[config.mk]
export PLATFORM = sky130hd
export DESIGN_NAME = branch_redirect_unit
export DESIGN_NICKNAME = d
export VERILOG_FILES = /design/src/rtl/branch_redirect_unit.sv
export SDC_FILE = /design/constraint.sdc
export NUM_CORES = 1
export LEC_CHECK = 0
export CAP_MARGIN = 10
export CORE_MARGIN = 2
export CORE_UTILIZATION = 40
export CTS_CLUSTER_SIZE = 20
export DETAILED_ROUTE_END_ITERATION = 10
export PLACE_DENSITY_LB_ADDON = 0.3
export SKIP_CTS_REPAIR_TIMING = 1
export SYNTH_ARGS = -nofsm -noshare
export SYNTH_HDL_FRONTEND = slang
export SYNTH_SLANG_ARGS = --single-unit
[constraint.sdc]
create_clock -name clk -period 2.15 [get_ports clk]
set_clock_uncertainty 0.1 [all_clocks]
set_input_delay 0.215 -clock clk [delete_from_list [all_inputs] [get_ports clk]]
set_output_delay 0.215 -clock clk [all_outputs]
set_load 0.01 [all_outputs]
[src/rtl/branch_redirect_unit.sv]
// PC generator and taken-branch redirect for the 5-stage pipeline.
// Predict-not-taken; a taken branch reloads the PC and squashes IF/ID, ID/EX.
module branch_redirect_unit #(
  parameter int              PC_W     = 64,
  parameter logic [PC_W-1:0] RESET_PC = '0,
  parameter int              CNT_W    = 16
) (
  input  logic             clk,
  input  logic             rst_n,
  input  logic             stall,
  input  logic             to_branch,
  input  logic [PC_W-1:0]  branch_target,
  output logic [PC_W-1:0]  pc_out,
  output logic             flush_ifid,
  output logic             flush_idex,
  output logic             redirect_busy,
  output logic             misalign_err,
  output logic [CNT_W-1:0] taken_count
);

  typedef enum logic {
    RUN,
    FLUSH
  } state_t;

  localparam logic [PC_W-1:0]  PC_STEP = PC_W'(4);
  localparam logic [CNT_W-1:0] CNT_MAX = '1;

  state_t           state;
  state_t           state_nx;
  logic [PC_W-1:0]  pc_nx;
  logic             flush_nx;
  logic             mis_nx;
  logic [CNT_W-1:0] cnt_nx;

  // FSM state register
  always_ff @(posedge clk or negedge rst_n) begin
    if (!rst_n) begin
      state <= RUN;
    end else begin
      state <= state_nx;
    end
  end

  // Next state and next values of the registered outputs
  always_comb begin
    state_nx = RUN;
    pc_nx    = pc_out + PC_STEP;
    flush_nx = 1'b0;
    mis_nx   = misalign_err;
    cnt_nx   = taken_count;
    unique case (state)
      RUN: begin
        if (to_branch) begin
          state_nx = FLUSH;
          pc_nx    = {branch_target[PC_W-1:2], 2'b00};
          flush_nx = 1'b1;
          mis_nx   = misalign_err | (|branch_target[1:0]);
          if (taken_count != CNT_MAX) begin
            cnt_nx = taken_count + CNT_W'(1);
          end
        end else if (stall) begin
          pc_nx = pc_out;
        end
      end
      FLUSH: begin
        state_nx = RUN;
      end
    endcase
  end

  // Registered outputs
  always_ff @(posedge clk or negedge rst_n) begin
    if (!rst_n) begin
      pc_out       <= RESET_PC;
      flush_ifid   <= 1'b0;
      flush_idex   <= 1'b0;
      misalign_err <= 1'b0;
      taken_count  <= '0;
    end else begin
      pc_out       <= pc_nx;
      flush_ifid   <= flush_nx;
      flush_idex   <= flush_nx;
      misalign_err <= mis_nx;
      taken_count  <= cnt_nx;
    end
  end

  assign redirect_busy = (state == FLUSH);

endmodule

# Word level (Yosys, flattened, before mapping)

Cells that the tools add are included.

Mux-type cells: 6
Equality and inequality tests: 2
Add/sub/neg operators: 2
Bitwise operators: 2
Reductions and logical operators: 3

Operator list:

| cell                  | count |
|---|---|
| $mux 64               | 3 |
| $add 64x3->64 const B | 1 |
| $add 16x1->16 const B | 1 |
| $ne 16x16->1 const B  | 1 |
| $ne 3x1->1 const B    | 1 |
| $reduce_and 3->1      | 1 |
| $mux 1                | 2 |
| $pmux 1 s2            | 1 |
| $reduce_and 2->1      | 1 |
| $reduce_or 2->1       | 1 |
| $not 1->1             | 1 |
| $or 1x1->1            | 1 |

Input port bits: 68
Register bits: 83
Output and inout port bits: 84
Logic and storage cells: 20

# Longest topological paths before layout

Depth in word-level cells: 4
Gate-level depth with buffers: 9
Depth with buffers taken out: 8

# Worst setup path after synthesis

OpenSTA, ideal clock, no wires.

Path type: reg-to-reg
Start: register pc_out[2]
End: register pc_out[48]
Library setup time: 126 ps
Buffers on the path: 0
Required time: 1,924 ps
Slack: -162 ps
Clock period less this slack: 2,312 ps
Data arrival time: 2,087 ps
Stages on the path, launching flop included: 8
Cells stage by stage: dfrtp_1 ha_1 nand3_1 or4_4 nor4_4 nand3_1 mux2i_1 a221o_1

Word-level cells in the longest chain between the ends: 4

Ends and longest elaborated chain:

| element                  | line | RTL |
|---|---|---|
| start: declaration       | 13   | `output logic [PC_W-1:0] pc_out,` |
| start signal: assignment | 81   | `pc_out <= pc_nx;` |
| $add 64x3->64 (*)        | 48   | `pc_nx = pc_out + PC_STEP;` |
| $mux 64                  | 62   | `end else if (stall) begin` |
| $mux 64                  | 54   | `if (to_branch) begin` |
| $mux 64 (*)              | 52   | `unique case (state)` |

Every way passes the cells marked *; elsewhere a longest branch is shown, timed or not. The select of a mux whose other input is x is not followed.
A chain may end at the register's enable or synchronous reset.

# Worst setup path in the final report

Start: register pc_out[14]
End: register pc_out[32]

Same word-level chain as after synthesis.

==> results.yml <==
routing:
  firstDrtPassIters: 7
  via_per_inst: 6.08
  drc_errors: 0
  first_iter_violations: 643
  postRouteWirelength_mm: 21.7
  wl_per_cell_microns: 20.4
  vias: 6460
  ant_nets: 0
logic_synthesis:
  syn_inst: 597
  syn_area_per_cell_sq_um: 8.73
  yosys.cell_count.top_type: "dfrtp_1"
  synthFlopType: "dfrtp_1"
  synth_edf_count: 0
  yosys_warnings: 0
  synth_commonest_cells: "dfrtp_1, nand2_1, nand3_1"
  synth_cell_types: 68
  synth_area_leaders: "dfrtp_1, nand3_1, nand2_1"
  ys_ff_latch: 80
  async_flop_share_pct: 100
  synth.cell_area_sq_mm: 0.00521
  synth_top_area_share_pct: 38.4
  synth_top_area_cell: "dfrtp_1"
  synth_seq_area_share_pct: 38.4
die:
  die_area_sq_mm: 0.0140
  start_util_pct: 41.1
  dieWidth_microns: 118
  die_h_microns: 118
  row_count: 41
  ioPinCount: 152
  core-area_sq_mm: 0.0127
placed_design:
  gp_congestion: 0.977
  dp_hpwl_mm: 16.1
  portBuffers: 149
power_and_ir_drop:
  p_leak_nw: 3.63
  p_per_area_mw_per_mm2: 705
  ir_drop_mv: 0.675
global_route:
  antenna_found_initial: 0
  track_usage_pct: 30.5
  grt_pass1_vias: 6320
  grt_overflow_total: 0
  grt_max_degree: 46
  grt_pass1_wl_mm: 33.9
outcome:
  status: "complete, but fails checks"
  violations: "negative setup slack"
timing:
  layout_min_cycle_time_ps: 2340
  fin_crit_sh_pct: 109
  worstMarginPinSlew_ps: 646
  finalSetupViolations: 22
  rsz0062_at_grt: "true"
  slew_headroom_pct: 56.9
  fmax_ghz: 0.428
  hold_viol_final: 0
  tns_ps: -2070
  timing.final.ws_setup_ps: -187
  worst_hold_slack_ps: 320
  final_max_slew_viol_count: 0
critical_path:
  cp.required_ps: 2270
  path_class: "flip-flop to flip-flop"
  crit_fanout: 6
  worstSetupEndpointType: "flip-flop"
  cp-start-kind: "flip-flop"
  cp.arrival_ps: 2460
clock_tree:
  cts_buffer_depth: 2
  clk_latency_ps: 350
  cts_sinks: 80
  clk_pin_slew_ps: 60
  cts_buffers: 9
  cts_root_buffer: "clkbuf_16"
  cts_max_level: 3
  cts_tree: "done"
finish:
  antenna_cells: 0
  drive_above_1_share_pct: 29.7
  area_delta_synth_final_pct: 66.1
  fin_nets: 956
job:
  drv_cap: 0
worst_hold_path:
  hold_class: "input port to flip-flop"
==> layout by cell type, fill, tap and decap left out, types with 6 or more instances in the layout <==
cell	count
buf_4	154
clkdlybuf4s50_1	148
dfrtp_1	72
nand2_1	52
nand3_1	47
nor2_1	46
nand4_1	31
a21oi_1	31
and3_1	17
o21ai_0	16
xnor2_1	15
o21ai_1	13
nor3_1	12
a31oi_1	11
and4_1	10
o22ai_1	10
buf_6	10
a211oi_1	9
clkbuf_16	9
inv_1	8
dfrtp_2	8
nand2_2	7
xor2_1	7
and2_1	6
nor4_4	6
nor3_4	6
==> per-stage QoR <==
| step | setup slack (ps) | util, % | instance area (sq um) | instances | total power [W] |
|---|---|---|---|---|---|
| final | -187 | 68.3 | 8660 | 1063 | 0.00610 |
| after CTS | -174 | 64.4 | 8160 | 1044 | 0.00592 |
| after global routing | -290 | 68.3 | 8660 | 1063 | 0.00635 |
| after detailed placement | -151 | 61.8 | 7840 | 1028 | 0.00424 |
| after floorplan | -65.0 | - | 5240 | 598 | 0.00291 |
| after global placement | -103 | 61.8 | 7840 | 1028 | 0.00418 |
==> worst paths after layout <==
path	end	startpoint	slack, ps	depth (start not counted)
min reg2reg	misalign_err$_DFFE_PN0P_	misalign_err$_DFFE_PN0P_	390	1
max in group asynchronous	taken_count[11]$_DFFE_PN0P_	rst_n	1010	3
max reg2reg	pc_out[32]$_DFFE_PN0P_	pc_out[14]$_DFFE_PN0P_	-190	9
min	pc_out[49]$_DFFE_PN0P_	branch_target[49]	320	3
min in group asynchronous	pc_out[25]$_DFFE_PN0P_	rst_n	330	2
max	pc_out[32]$_DFFE_PN0P_	pc_out[14]$_DFFE_PN0P_	-190	9
==> state kept, by name, summed over array words and instances (netlist names) <==
name and count:
taken_count 16, flush_idex 1, pc_out 62, misalign_err 1
==> area by class of cell <==
class / instances / area, sq um
Inverter: 10 / 37.5
Clock buffer: 9 / 225
Sequential cell: 80 / 2010
Timing Repair Buffer: 315 / 2800
Tap cell: 172 / 215
Multi-Input combinational cell: 470 / 3270
Fill cell: 1023 / 4020
Clock inverter: 7 / 95.1
==> power breakdown <==
group          switching, W  internal [W]  leakage [nW]
logic               0.00112       0.00126          2.53
clock network      0.000661       0.00102         0.156
registers          0.000287       0.00175         0.940
==> logic make-up (layout without fill, tap and decap cells) <==
family,Yosys count,count (layout),share of synthesized area [%]
other cells,1,2,0.0720
buf+inv,48,341,5.21
flops,80,80,38.4
xor+xnor,22,22,3.70
fa+ha+maj,2,2,0.480
mux,3,3,0.600
simple gates,295,295,31.9
compound gates,146,146,19.6
==> per-layer routing <==
metal | vias to the layer above | share of wire (%) | GRT usage [%]
met5 | - | 0 | 0
met4 | 0 | 3.3 | 13.4
met3 | 73 | 9.8 | 8.24
met2 | 401 | 46 | 47.3
met1 | 3111 | 41 | 39.8
li1 | 2875 | - | -
==> critical path, stage by stage (launching register included) <==
cell	delay (ps)
dfrtp_1	370
buf_4	130
nand4_4	120
or4_4	590
nor4_4	350
buf_4	180
buf_4	120
nand3_1	90
o21ai_1	90
a22oi_1	70
Power figures use the tool's default switching activity.
